--- config.mk ---
export PLATFORM = sky130hd
export DESIGN_NAME = val2_shift_pipe
export DESIGN_NICKNAME = d
export VERILOG_FILES = /design/src/rtl/arm_pkg.sv /design/src/rtl/val2_shift_core.sv /design/src/rtl/val2_shift_pipe.sv
export SDC_FILE = /design/constraint.sdc
export NUM_CORES = 1
export LEC_CHECK = 0
export ABC_AREA = 1
export BUFFER_PORTS_ARGS = -buffer_cell sky130_fd_sc_hd__buf_4
export CORE_ASPECT_RATIO = 1.75
export CORE_MARGIN = 1
export CORE_UTILIZATION = 35
export CTS_CLUSTER_SIZE = 30
export DETAILED_ROUTE_END_ITERATION = 8
export PLACE_DENSITY = 0.51
export SETUP_SLACK_MARGIN = 0.2
export SYNTH_ARGS = -nofsm -noshare
export SYNTH_HDL_FRONTEND = slang
export SYNTH_SLANG_ARGS = --single-unit
--- constraint.sdc ---
create_clock -name clk -period 2.7 [get_ports clk]
set_input_delay 0.27 -clock clk [delete_from_list [all_inputs] [get_ports clk]]
set_output_delay 0.27 -clock clk [all_outputs]
set_load 0.02 [all_outputs]
--- src/rtl/arm_pkg.sv ---
// Shared operand-2 definitions: shift-type codes, operand forms and the
// decoded control word carried between the decode and shift stages.
package arm_pkg;

    localparam logic [1:0] SH_LSL = 2'b00;
    localparam logic [1:0] SH_LSR = 2'b01;
    localparam logic [1:0] SH_ASR = 2'b10;
    localparam logic [1:0] SH_ROR = 2'b11;

    typedef enum logic [1:0] {
        FORM_LDST,
        FORM_IMM,
        FORM_REGSHIFT,
        FORM_IMMSHIFT
    } form_e;

    // Width-independent part of the decoded operand; the source value and the
    // effective amount depend on DATA_W and are registered alongside it.
    typedef struct packed {
        form_e      form;
        logic [1:0] sh_type;
        logic       over;   // LSL/LSR by more than DATA_W: result and carry are 0
        logic       rrx;    // rotate right extended through c_in
        logic       c_in;
    } dec_ctrl_t;

    // Operand form selection: load/store > immediate > register shift > immediate shift
    function automatic form_e decode_form(input logic is_ld_st, input logic imm,
                                          input logic reg_shift);
        if (is_ld_st)       return FORM_LDST;
        else if (imm)       return FORM_IMM;
        else if (reg_shift) return FORM_REGSHIFT;
        else                return FORM_IMMSHIFT;
    endfunction

endpackage

--- src/rtl/val2_shift_core.sv ---
// Combinational barrel shifter and carry select for the final pipeline stage.
// The amount is already saturated to 0..DATA_W; out-of-range cases arrive
// pre-decoded as the over/rrx flags.
module val2_shift_core
    import arm_pkg::*;
#(
    parameter int unsigned DATA_W  = 32,
    parameter int unsigned SHAMT_W = $clog2(DATA_W)
) (
    input  form_e               form,
    input  logic [1:0]          sh_type,
    input  logic [SHAMT_W:0]    amt,
    input  logic                over,
    input  logic                rrx,
    input  logic                c_in,
    input  logic [DATA_W-1:0]   src,
    output logic [DATA_W-1:0]   val2,
    output logic                carry_out
);

    localparam logic [SHAMT_W:0] AMT_FULL = (SHAMT_W+1)'(DATA_W);

    logic [DATA_W:0]   lsl_w;
    logic [DATA_W:0]   lsr_w;
    logic [DATA_W:0]   asr_w;
    logic [DATA_W-1:0] ror_v;

    // One extra bit beside each shift catches the last bit shifted out,
    // which also yields the right carry when amt equals DATA_W.
    always_comb begin
        lsl_w = {1'b0, src} << amt;
        lsr_w = {src, 1'b0} >> amt;
        asr_w = $signed({src, 1'b0}) >>> amt;
        ror_v = (src >> amt) | (src << (AMT_FULL - amt));

        val2      = src;
        carry_out = c_in;
        if (form == FORM_LDST) begin
            val2      = src;
            carry_out = c_in;
        end else if (rrx) begin
            val2      = {c_in, src[DATA_W-1:1]};
            carry_out = src[0];
        end else if (over) begin
            val2      = '0;
            carry_out = 1'b0;
        end else if (amt != '0) begin
            case (sh_type)
                SH_LSL:  {carry_out, val2} = lsl_w;
                SH_LSR:  {val2, carry_out} = lsr_w;
                SH_ASR:  {val2, carry_out} = asr_w;
                default: begin
                    val2      = ror_v;
                    carry_out = ror_v[DATA_W-1];
                end
            endcase
        end
    end

endmodule

--- src/rtl/val2_shift_pipe.sv ---
// Pipelined operand-2 generator: decodes the operand form and effective shift
// amount, then barrel-shifts in the final stage behind a valid/ready handshake.
module val2_shift_pipe
    import arm_pkg::*;
#(
    parameter int unsigned DATA_W      = 32,
    parameter int unsigned PIPE_STAGES = 2,
    parameter int unsigned SHAMT_W     = $clog2(DATA_W)
) (
    input  logic              clk,
    input  logic              rst_n,
    input  logic              flush,
    input  logic              in_valid,
    output logic              in_ready,
    input  logic [DATA_W-1:0] rm,
    input  logic [7:0]        rs,
    input  logic [11:0]       shift_operand,
    input  logic              imm,
    input  logic              is_ld_st,
    input  logic              reg_shift,
    input  logic              c_in,
    output logic              out_valid,
    input  logic              out_ready,
    output logic [DATA_W-1:0] val2,
    output logic              shifter_carry
);

    localparam logic [SHAMT_W:0] AMT_FULL = (SHAMT_W+1)'(DATA_W);

    dec_ctrl_t          d_ctrl;
    logic [SHAMT_W:0]   d_amt;
    logic [DATA_W-1:0]  d_src;
    logic [31:0]        rs_n;
    logic [4:0]         imm_n;
    logic [SHAMT_W-1:0] rs_mod;

    // Bit 4 only distinguishes register shifts in the encoding; reg_shift carries that.
    logic unused_so_bit4;
    assign unused_so_bit4 = shift_operand[4];

    // Decode: reduce every operand form to (source, type, saturated amount, flags).
    // Immediate and load/store forms reuse the shifter as ROR/pass-through.
    always_comb begin
        d_ctrl.form    = decode_form(is_ld_st, imm, reg_shift);
        d_ctrl.sh_type = shift_operand[6:5];
        d_ctrl.over    = 1'b0;
        d_ctrl.rrx     = 1'b0;
        d_ctrl.c_in    = c_in;
        d_amt          = '0;
        d_src          = rm;
        rs_n           = 32'(rs);
        imm_n          = shift_operand[11:7];
        rs_mod         = rs_n[SHAMT_W-1:0];
        case (d_ctrl.form)
            FORM_LDST: begin
                d_src          = DATA_W'(shift_operand);
                d_ctrl.sh_type = SH_LSL;
            end
            FORM_IMM: begin
                d_src          = DATA_W'(shift_operand[7:0]);
                d_ctrl.sh_type = SH_ROR;
                d_amt          = (SHAMT_W+1)'({shift_operand[11:8], 1'b0});
            end
            FORM_REGSHIFT: begin
                if (rs_n != '0) begin
                    if (d_ctrl.sh_type == SH_ROR) begin
                        d_amt = (rs_mod == '0) ? AMT_FULL : {1'b0, rs_mod};
                    end else if (rs_n >= DATA_W) begin
                        d_amt       = AMT_FULL;
                        d_ctrl.over = (rs_n > DATA_W) && (d_ctrl.sh_type != SH_ASR);
                    end else begin
                        d_amt = rs_n[SHAMT_W:0];
                    end
                end
            end
            default: begin
                if (imm_n != '0) begin
                    d_amt = (SHAMT_W+1)'(imm_n);
                end else if (d_ctrl.sh_type == SH_LSR || d_ctrl.sh_type == SH_ASR) begin
                    d_amt = AMT_FULL;
                end else if (d_ctrl.sh_type == SH_ROR) begin
                    d_ctrl.rrx = 1'b1;
                end
            end
        endcase
    end

    logic              out_adv;
    logic              up_valid;
    dec_ctrl_t         x_ctrl;
    logic [SHAMT_W:0]  x_amt;
    logic [DATA_W-1:0] x_src;
    logic [DATA_W-1:0] core_val2;
    logic              core_carry;

    assign out_adv = !out_valid || out_ready;

    generate
        if (PIPE_STAGES >= 2) begin : g_two
            logic              s1_valid;
            dec_ctrl_t         s1_ctrl;
            logic [SHAMT_W:0]  s1_amt;
            logic [DATA_W-1:0] s1_src;

            assign in_ready = flush || !s1_valid || out_adv;
            assign up_valid = s1_valid;
            assign x_ctrl   = s1_ctrl;
            assign x_amt    = s1_amt;
            assign x_src    = s1_src;

            // Decode-stage occupancy: squashed by flush, refilled when it advances
            always_ff @(posedge clk or negedge rst_n) begin
                if (!rst_n) begin
                    s1_valid <= 1'b0;
                end else if (flush) begin
                    s1_valid <= 1'b0;
                end else if (!s1_valid || out_adv) begin
                    s1_valid <= in_valid;
                end
            end

            // Decode-stage payload, captured only on an accepted input
            always_ff @(posedge clk or negedge rst_n) begin
                if (!rst_n) begin
                    s1_ctrl <= '0;
                    s1_amt  <= '0;
                    s1_src  <= '0;
                end else if (in_valid && in_ready && !flush) begin
                    s1_ctrl <= d_ctrl;
                    s1_amt  <= d_amt;
                    s1_src  <= d_src;
                end
            end
        end else begin : g_one
            assign in_ready = flush || out_adv;
            assign up_valid = in_valid;
            assign x_ctrl   = d_ctrl;
            assign x_amt    = d_amt;
            assign x_src    = d_src;
        end
    endgenerate

    val2_shift_core #(
        .DATA_W  (DATA_W),
        .SHAMT_W (SHAMT_W)
    ) u_core (
        .form      (x_ctrl.form),
        .sh_type   (x_ctrl.sh_type),
        .amt       (x_amt),
        .over      (x_ctrl.over),
        .rrx       (x_ctrl.rrx),
        .c_in      (x_ctrl.c_in),
        .src       (x_src),
        .val2      (core_val2),
        .carry_out (core_carry)
    );

    // Output-stage occupancy: squashed by flush, refilled when the consumer frees it
    always_ff @(posedge clk or negedge rst_n) begin
        if (!rst_n) begin
            out_valid <= 1'b0;
        end else if (flush) begin
            out_valid <= 1'b0;
        end else if (out_adv) begin
            out_valid <= up_valid;
        end
    end

    // Output payload, held while stalled
    always_ff @(posedge clk or negedge rst_n) begin
        if (!rst_n) begin
            val2          <= '0;
            shifter_carry <= 1'b0;
        end else if (!flush && out_adv && up_valid) begin
            val2          <= core_val2;
            shifter_carry <= core_carry;
        end
    end

endmodule

After elaboration in Yosys (flattened, before gate mapping)
Cells that the tools add are included.
{"block": "op_classes", "shift": 5, "magnitude_cmp": 2, "n_eq_ne": 8, "n_reduce_logical": 23, "addsub": 1, "n_mux": 34, "bitwise_logic": 1}
{"operator": "$mux 32", "count": 4}
{"operator": "$pmux 32 s3", "count": 1}
{"operator": "$pmux 32 s2", "count": 1}
{"operator": "$mux 6", "count": 6}
{"operator": "$shl 32x6->33", "count": 1}
{"operator": "$shr 33x6->33", "count": 1}
{"operator": "$sshr 33x6->33", "count": 1}
{"operator": "$or 32x32->32", "count": 1}
{"operator": "$shl 32x6->32", "count": 1}
{"operator": "$shr 32x6->32", "count": 1}
{"operator": "$pmux 6 s3", "count": 1}
{"operator": "$mux 1", "count": 17}
{"operator": "$eq 2x2->1 const B", "count": 4}
{"operator": "$ge 8x6->1 const B", "count": 1}
{"operator": "$gt 8x6->1 const B", "count": 1}
{"operator": "$reduce_bool 8->1", "count": 1}
{"operator": "$eq 2x1->1 const B", "count": 3}
{"operator": "$logic_not 2->1", "count": 3}
{"operator": "$reduce_bool 6->1", "count": 1}
{"operator": "$sub 6x6->6 const A", "count": 1}
{"operator": "$logic_and 1x1->1", "count": 5}
{"operator": "$logic_not 5->1", "count": 1}
{"operator": "$logic_or 1x1->1", "count": 5}
{"operator": "$reduce_bool 5->1", "count": 1}
{"operator": "7 further kinds", "count": 11}
{"block": "totals", "input_bits": 61, "output_inout_bits": 35, "regBits": 80, "elab_cells": 85}

Depth between registers and ports, before layout
Gate-level depths: netlist (run 1).
{"block": "logic_depth", "word_depth": 8, "ltp_mapped": 22, "depth_no_buf": 19}

Cells and area by module
From an unflattened synthesis (run 1), not the netlist that was laid out.
{"block": "hier_totals", "hier_cells": 1885, "hier_area_um2": 10354.9}
{"mod": "val2_shift_core", "seq_area_each_um2": 0.0, "cells_per_inst": 1477, "instances": 1, "area_per_inst_um2": 6899.1}
{"mod": "val2_shift_pipe", "seq_area_each_um2": 2001.9, "cells_per_inst": 408, "instances": 1, "area_per_inst_um2": 3455.8}

Least setup slack after synthesis (run 1)
Ideal clock, no wire load.
{"block": "synth_path", "kind": "register to register", "start": "register g_two.s1_amt[1]", "end": "register val2[19]", "n_path_buf": 5, "stages_incl_launch_ff": 20, "arrival_time_ps": 2565, "setup_slack_ps": 70, "setup_time_ps": 66, "t_required_ps": 2634, "synth_period_minus_slack_ps": 2630, "cell_sequence": "dfrtp_1 -> inv_2 -> buf_2 -> buf_1 -> ha_1 -> buf_2 -> inv_1 -> buf_2 -> buf_2 -> mux2i_1 -> nand2_1 -> nand3_1 -> nand3_1 -> o21ai_0 -> nand2_1 -> nand3_1 -> nand2_1 -> nand2_1 -> nand2_1 -> nand2_1"}
{"block": "synth_between", "elab_chain_cells": 8, "word_cells_on_any_way": 13, "cone_classes": "add/sub: 1; shift: 5; mux: 5; bitwise: 1; reduce/logical: 1"}
{"item": "start, declared", "line_no": "val2_shift_pipe.sv:102", "text": "logic [SHAMT_W:0] s1_amt;"}
{"item": "start signal, assigned", "line_no": "val2_shift_pipe.sv:130", "text": "s1_amt <= d_amt;"}
{"item": "$sub 6x6->6", "line_no": "val2_shift_core.sv:34", "text": "ror_v = (src >> amt) | (src << (AMT_FULL - amt));"}
{"item": "$shl 32x6->32", "line_no": "val2_shift_core.sv:34"}
{"item": "$or 32x32->32", "line_no": "val2_shift_core.sv:34"}
{"item": "$pmux 32 s3", "line_no": "val2_shift_core.sv:48", "text": "case (sh_type)"}
{"item": "$mux 32 (*)", "line_no": "val2_shift_core.sv:47", "text": "end else if (amt != '0) begin"}
{"item": "$mux 32 (*)", "line_no": "val2_shift_core.sv:44", "text": "end else if (over) begin"}
{"item": "$mux 32 (*)", "line_no": "val2_shift_core.sv:41", "text": "end else if (rrx) begin"}
{"item": "$mux 32 (*)", "line_no": "val2_shift_core.sv:38", "text": "if (form == FORM_LDST) begin"}
{"item": "end signal, assigned", "line_no": "val2_shift_pipe.sv:175", "text": "val2 <= core_val2;"}
{"item": "end, declared", "line_no": "val2_shift_pipe.sv:24", "text": "output logic [DATA_W-1:0] val2,"}
Mark *: on every way between the ends. The rest lies on a longest branch, timed or not.
A chain may end at the register's enable or synchronous reset.

Worst setup path after layout (run 1)
{"block": "layout_path", "start": "register g_two.s1_amt[2]", "end": "register val2[16]"}
The elaborated chain is that of the path after synthesis.

==> results of run 1 <==
-- registers in the layout, indices dropped and copies added (netlist names) --
name            flops
g_two.s1_valid      1
out_valid           1
g_two.s1_amt        6
g_two.s1_ctrl       7
shifter_carry       1
val2               32
g_two.s1_src       32
-- worst max-delay path, stage by stage, from the launching register on --
cell,delay (ps)
dfrtp_2,460
inv_6,140
buf_4,190
nand3_4,120
nor2_2,470
inv_2,270
buf_4,300
nand4_1,260
nand2_1,90
nand2_1,70
nand2_1,50
nand2_1,60
-- cell type report --
type / instances / area share
sequential: 80 / 0.145
inverter: 105 / 0.0297
multi-input combinational: 1539 / 0.562
clock buffer: 11 / 0.0183
antenna: 1 / 0.000181
tap: 378 / 0.0342
timing repair buffer: 307 / 0.204
clock inverter: 5 / 0.00624
-- cells in the final DEF (no fill, tap or decap), types with 4 or more instances in the layout --
cell	instances
o21ai_0	51
dfrtp_1	77
buf_12	26
nand4_1	10
o21ai_1	20
inv_1	88
nand3_4	6
nand2_1	602
a21oi_1	127
and2_1	7
nand3_2	42
buf_6	12
nand3_1	434
nand2_2	53
nor2_2	10
clkbuf_16	12
buf_4	260
o211ai_1	28
a31oi_1	18
nand2_4	13
inv_2	12
nor2_1	54
and2_4	4
a22oi_1	8
o21ai_2	6
-- where the power goes --
| part | switching (mW) | internal, mW |
|---|---|---|
| Clock | 0.554 | 0.870 |
| Combinational | 4.20 | 2.31 |
| Sequential | 0.260 | 1.41 |
-- per-layer routing --
metal | track usage | vias up | routed length, um
met5 | 0 | - | 0
met4 | 0.393 | 0 | 7600
met3 | 0.0816 | 270 | 4260
met2 | 0.701 | 750 | 30000
met1 | 0.435 | 6767 | 21800
li1 | - | 6619 | -
-- cell families after synthesis --
| kind of cell | synth area share |
|---|---|
| adder cells (fa/ha/maj) | 0.00487 |
| XOR/XNOR | 0.00316 |
| AO/OA/AOI/OAI | 0.151 |
| flip-flops | 0.195 |
| multiplexers | 0.00389 |
| buffers and inverters | 0.103 |
| AND/OR/NAND/NOR | 0.539 |
-- worst paths after layout --
check,end,slack (ps),depth (start not counted)
hold / removal,g_two.s1_src[25],150,3
setup reg to reg,val2[16],140,11
min in group asynchronous,val2[8],490,2
hold reg to reg,val2[13],480,2
max in group asynchronous,g_two.s1_src[5],1540,3
setup / recovery,val2[16],140,11
-- per-stage QoR --
| step | util | power, mW |
|---|---|---|
| after global placement | 0.436 | 7.40 |
| after global routing | 0.482 | 10.0 |
| after floorplan | - | 4.80 |
| final | 0.482 | 9.61 |
| after CTS | 0.463 | 9.07 |
| after detailed placement | 0.436 | 7.38 |
-- what timing repair did --
action                     4_1_cts  5_1_grt
hold endpoints to repair        45        0
pin swaps                       15       33
buffers inserted                19        4
setup endpoints to repair       18       33
resized for setup               46      116
gates cloned                     3        3
hold buffers                     1        0
==> run_results.csv, run 1 <==
group,metric,value,unit
grt,antenna_found_initial,2,
placement,dp_cells,2379,
timing,finalHoldViolCount,0,
setup_path,r2r-start,"g_two.s1_amt[2]",
die,core_area,28700,sq um
logic_synthesis,yosysSeqAreaShare,0.195,
power,power_density,694,nW/um^2
logic_synthesis,synth_edf_count,0,
detailed_routing,first_pass_iters,6,
grt,grt_pass1_vias,13600,
cts,clk_pin_slew,70,ps
placement,portBuffers,95,
placement,placed_area,12500,sq um
cts,worst_skew_pair.late_latency,360,ps
die,die_h,229,um
setup_path,crit_path_start,"g_two.s1_amt[2]",
die,rows,82,
placement,pre_cts_ws,-501,ps
logic_synthesis,avgSynthCellArea,5.52,sq um
timing,finalSetupTns,0,ps
cts,cts-root-buf,"clkbuf_16",
detailed_routing,wl_per_cell,26.3,um
power,ir_drop,0.000636,V
timing,drv_slew,0,
logic_synthesis,synth_seq_cells,80,
logic_synthesis,synthFlopType,"dfrtp_1",
setup_path,cp-start-kind,"flop",
logic_synthesis,synthTopCellsByCount,"652 x nand2_1, 474 x nand3_1, 131 x a21oi_1, 91 x inv_1, 80 x dfrtp_1",
cts,cts_made_buffers,9,
logic_synthesis,synthesis.area,10300,sq um
die,dieWidth,132,um
cts,cts_max_level,3,
worst_hold_path,hp-start,"rm[25]",
setup_path,worstPathRequired,2990,ps
power,p_leak,6.95,nW
cells_and_area,fin_cells,2426,
cells_and_area,area_delta_synth_final,34.6,%
logic_synthesis,ys_top_cells_by_area,"nand2_1 24%, nand3_1 23%, dfrtp_1 19%",
grt,grt_max_degree,68,
setup_path,crit_type,"flop to flop",
timing,max_freq,0.391,GHz
grt,grt_pass1_wl,91.3,mm
die,io_pins,96,
timing,fin_skew,8.75,ps
timing,max-slew-margin-rel,0.503,
timing,setup_slack,143,ps
detailed_routing,drt-total-wl,63.7,mm
cells_and_area,multi_input_area,7780,sq um
placement,globalplace.congestion,1.06,
setup_path,cp-end-kind,"flop",
logic_synthesis,syn-num-nets,1929,
logic_synthesis,netlist.area_leader.share,0.238,
setup_path,cp_max_fo,16,
cts,cts_sinks,80,
logic_synthesis,postSynthCellCount,1864,
logic_synthesis,ys_types,47,
logic_synthesis,yosysMostFrequentCell,"nand2_1",
timing,fin_crit_sh,0.947,
timing,worst_slew_pin_slew,745,ps
cts,cts_max_path_buffers,2,
detailed_routing,avgViaCountPerCell,5.94,
grt,grt_overflow_total,0,
placement,dp_hpwl,48.6,mm
die,start_util,0.358,
logic_synthesis,yosys_warnings,0,
cells_and_area,layout.nets,2107,
timing,period_minus_slack,2560,ps
grt,grt_usage,0.417,
logic_synthesis,async_reset_ff_frac,1.00,
run_status,status,"completed",
worst_hold_path,hold_class,"primary input to flop",
cells_and_area,regArea,2010,sq um
cts,cts_tree,"done",
detailed_routing,drtAntennaViolNets,0,
detailed_routing,drt_iter0_drc,1256,
run,cap_violations,0,
detailed_routing,dr_total_vias,14400,
logic_synthesis,synth_top_area_cell,"nand2_1",
setup_path,worstPathArrival,2850,ps
die,die_area,30100,sq um
timing,hold_ws,146,ps
timing,rsz0062_at_grt,"yes",
cells_and_area,drive_gt1_frac,0.244,
detailed_routing,drc,0,
cells_and_area,finalInstanceArea,13800,sq um
cells_and_area,fillers,3202,
timing,setup_viol,0,
No activity file was read; power rests on OpenSTA's default activity.
==> run 2: changes to the inputs <==
==> constraint.sdc (replaced) <==
create_clock -name clk -period 2.1 [get_ports clk]
set_input_delay 0.21 -clock clk [delete_from_list [all_inputs] [get_ports clk]]
set_output_delay 0.21 -clock clk [all_outputs]
set_load 0.02 [all_outputs]
==> run_results.csv, run 2 (same netlist as run 1, synthesis figures left out) <==
group,metric,value,unit
power,power_density,849,nW/um^2
detailed_routing,dr_total_vias,15900,
detailed_routing,first_pass_iters,7,
timing,max-slew-margin-rel,0.528,
cts,worst_skew_pair.late_latency,360,ps
grt,grt_overflow_total,0,
grt,antenna_found_initial,0,
cells_and_area,diodes,0,
timing,rsz0062_at_grt,"yes",
setup_path,cp-start-kind,"flop",
power,ir_drop,0.000936,V
timing,fin_skew,4.45,ps
run_status,status,"finished, violations left",
placement,placed_area,14300,sq um
setup_path,r2r_slack,-430,ps
placement,globalplace.congestion,1.04,
cells_and_area,area_delta_synth_final,66.7,%
setup_path,cp-end-kind,"flop",
cells_and_area,finalInstanceArea,17100,sq um
timing,setup_viol,33,
setup_path,r2r-start,"g_two.s1_amt[0]",
timing,worst_slew_pin_slew,709,ps
cts,cts_sinks,80,
setup_path,r2r_cells,15,
timing,finalHoldViolCount,0,
cells_and_area,final_common_cell,"nand2_1",
cts,cts_made_buffers,9,
cts,clk_pin_slew,60,ps
grt,grt_pass1_wl,100,mm
detailed_routing,drc,0,
timing,finalSetupTns,-8940,ps
worst_hold_path,hold-path-endpoint,"g_two.s1_src[14]",
power,p_total,14.5,mW
die,dieWidth,132,um
setup_path,crit_type,"flop to flop",
setup_path,worstPathArrival,2770,ps
timing,fin_crit_sh,1.20,
grt,grt_pass1_vias,15800,
detailed_routing,wl_met1,22.7,mm
die,rows,82,
timing,setup_slack,-428,ps
cts,cts_tree,"done",
cells_and_area,top_regs,"g_two.s1_src x32, val2 x32, g_two.s1_ctrl x7",
die,core_area,28700,sq um
detailed_routing,met2_length,32.9,mm
detailed_routing,avgViaCountPerCell,5.95,
worst_hold_path,whs_path_depth,3,
worst_hold_path,hold_class,"primary input to flop",
run_status,violations,"setup timing",
grt,grt_max_degree,48,
die,start_util,0.358,
placement,dp_cells,2599,
detailed_routing,top_layer,"met4",
cells_and_area,fin_cells,2675,
placement,dp_hpwl,53.9,mm
power,p_leak,8.60,nW
grt,grt_usage,0.455,
detailed_routing,drt_iter0_drc,1304,
cells_and_area,layout.nets,2357,
setup_path,cp_max_fo,7,
cells_and_area,drive_gt1_frac,0.429,
timing,drv_slew,0,
run,cap_violations,0,
detailed_routing,wl_per_cell,25.8,um
die,die_h,229,um
detailed_routing,met3_length,4.71,mm
cts,cts_max_level,3,
timing,max_freq,0.396,GHz
setup_path,worstPathRequired,2350,ps
timing,period_minus_slack,2530,ps
setup_path,reg2reg_to,"val2[25]",
die,die_area,30100,sq um
detailed_routing,drtAntennaViolNets,0,
cts,cts-root-buf,"clkbuf_16",
detailed_routing,drt-total-wl,68.9,mm
cells_and_area,final_cell_mix,"503 x nand2_1, 458 x buf_4, 326 x nand3_1, 133 x nand3_2, 131 x nand2_2",
placement,portBuffers,95,
die,io_pins,96,
worst_hold_path,hp-start,"rm[14]",
cells_and_area,post-route-util,0.597,
cts,cts_max_path_buffers,2,
[run 2: cell types whose count changed in the layout (fill, tap and decap cells not counted), sizes merged]
cell	before	now
buf	301	554
clkbuf	14	13
diode	1	0
inv	106	104
[run 2: report_power, final]
group          internal (mW)  switching [mW]
clock network           1.07           0.645
registers               1.82           0.330
logic                   4.32            6.35
[run 2: worst max path at each step]
stage / to / slack [ps] / start
floorplan: val2[18] / -160 / g_two.s1_amt[0]
global placement: val2[15] / -600 / g_two.s1_amt[0]
detailed placement: val2[15] / -630 / g_two.s1_amt[0]
CTS: val2[25] / -350 / g_two.s1_amt[0]
global route: val2[25] / -450 / g_two.s1_amt[0]
finish: val2[25] / -430 / g_two.s1_amt[0]
[run 2: metrics by stage]
stage	hold slack (ps)	worst slack, ps
after floorplan	-85.6	-161
after global placement	217	-604
after detailed placement	216	-627
after CTS	83.4	-349
after global routing	119	-450
final	90.0	-428
[run 2: area by class of cell]
class	count	area [sq um]
flip-flops and latches	80	2010
clock inverters	3	65.1
well taps	378	473
clock buffers	13	250
repair buffers	557	5010
multi-input cells	1539	8920
fillers	2861	11600
inverters	105	419
[run 2: critical path, cell delays in order, from the launching register on]
cell and delay [ps]:
dfrtp_2 440, inv_4 110, buf_6 130, ha_4 230, buf_12 150, buf_6 120
o211ai_1 400, nand3_1 210, nand3_2 130, nand3_2 70, nand2_2 120, nand2_2 70
nand2_1 60, nand2_1 50, nand2_1 60, nand2_1 50
[run 2: repair_timing]
item,in CTS,in global routing
buffers inserted,37,18
hold buffers,1,0
resized for setup,309,192
cloned,4,0
setup endpoints to repair,33,40
pin swaps,90,83
hold endpoints to repair,32,0
[run 2: layer usage]
layer,vias to the layer above,global-route usage
li1,7116,-
met4,0,0.481
met3,375,0.0785
met1,7496,0.460
met5,-,0
met2,921,0.766
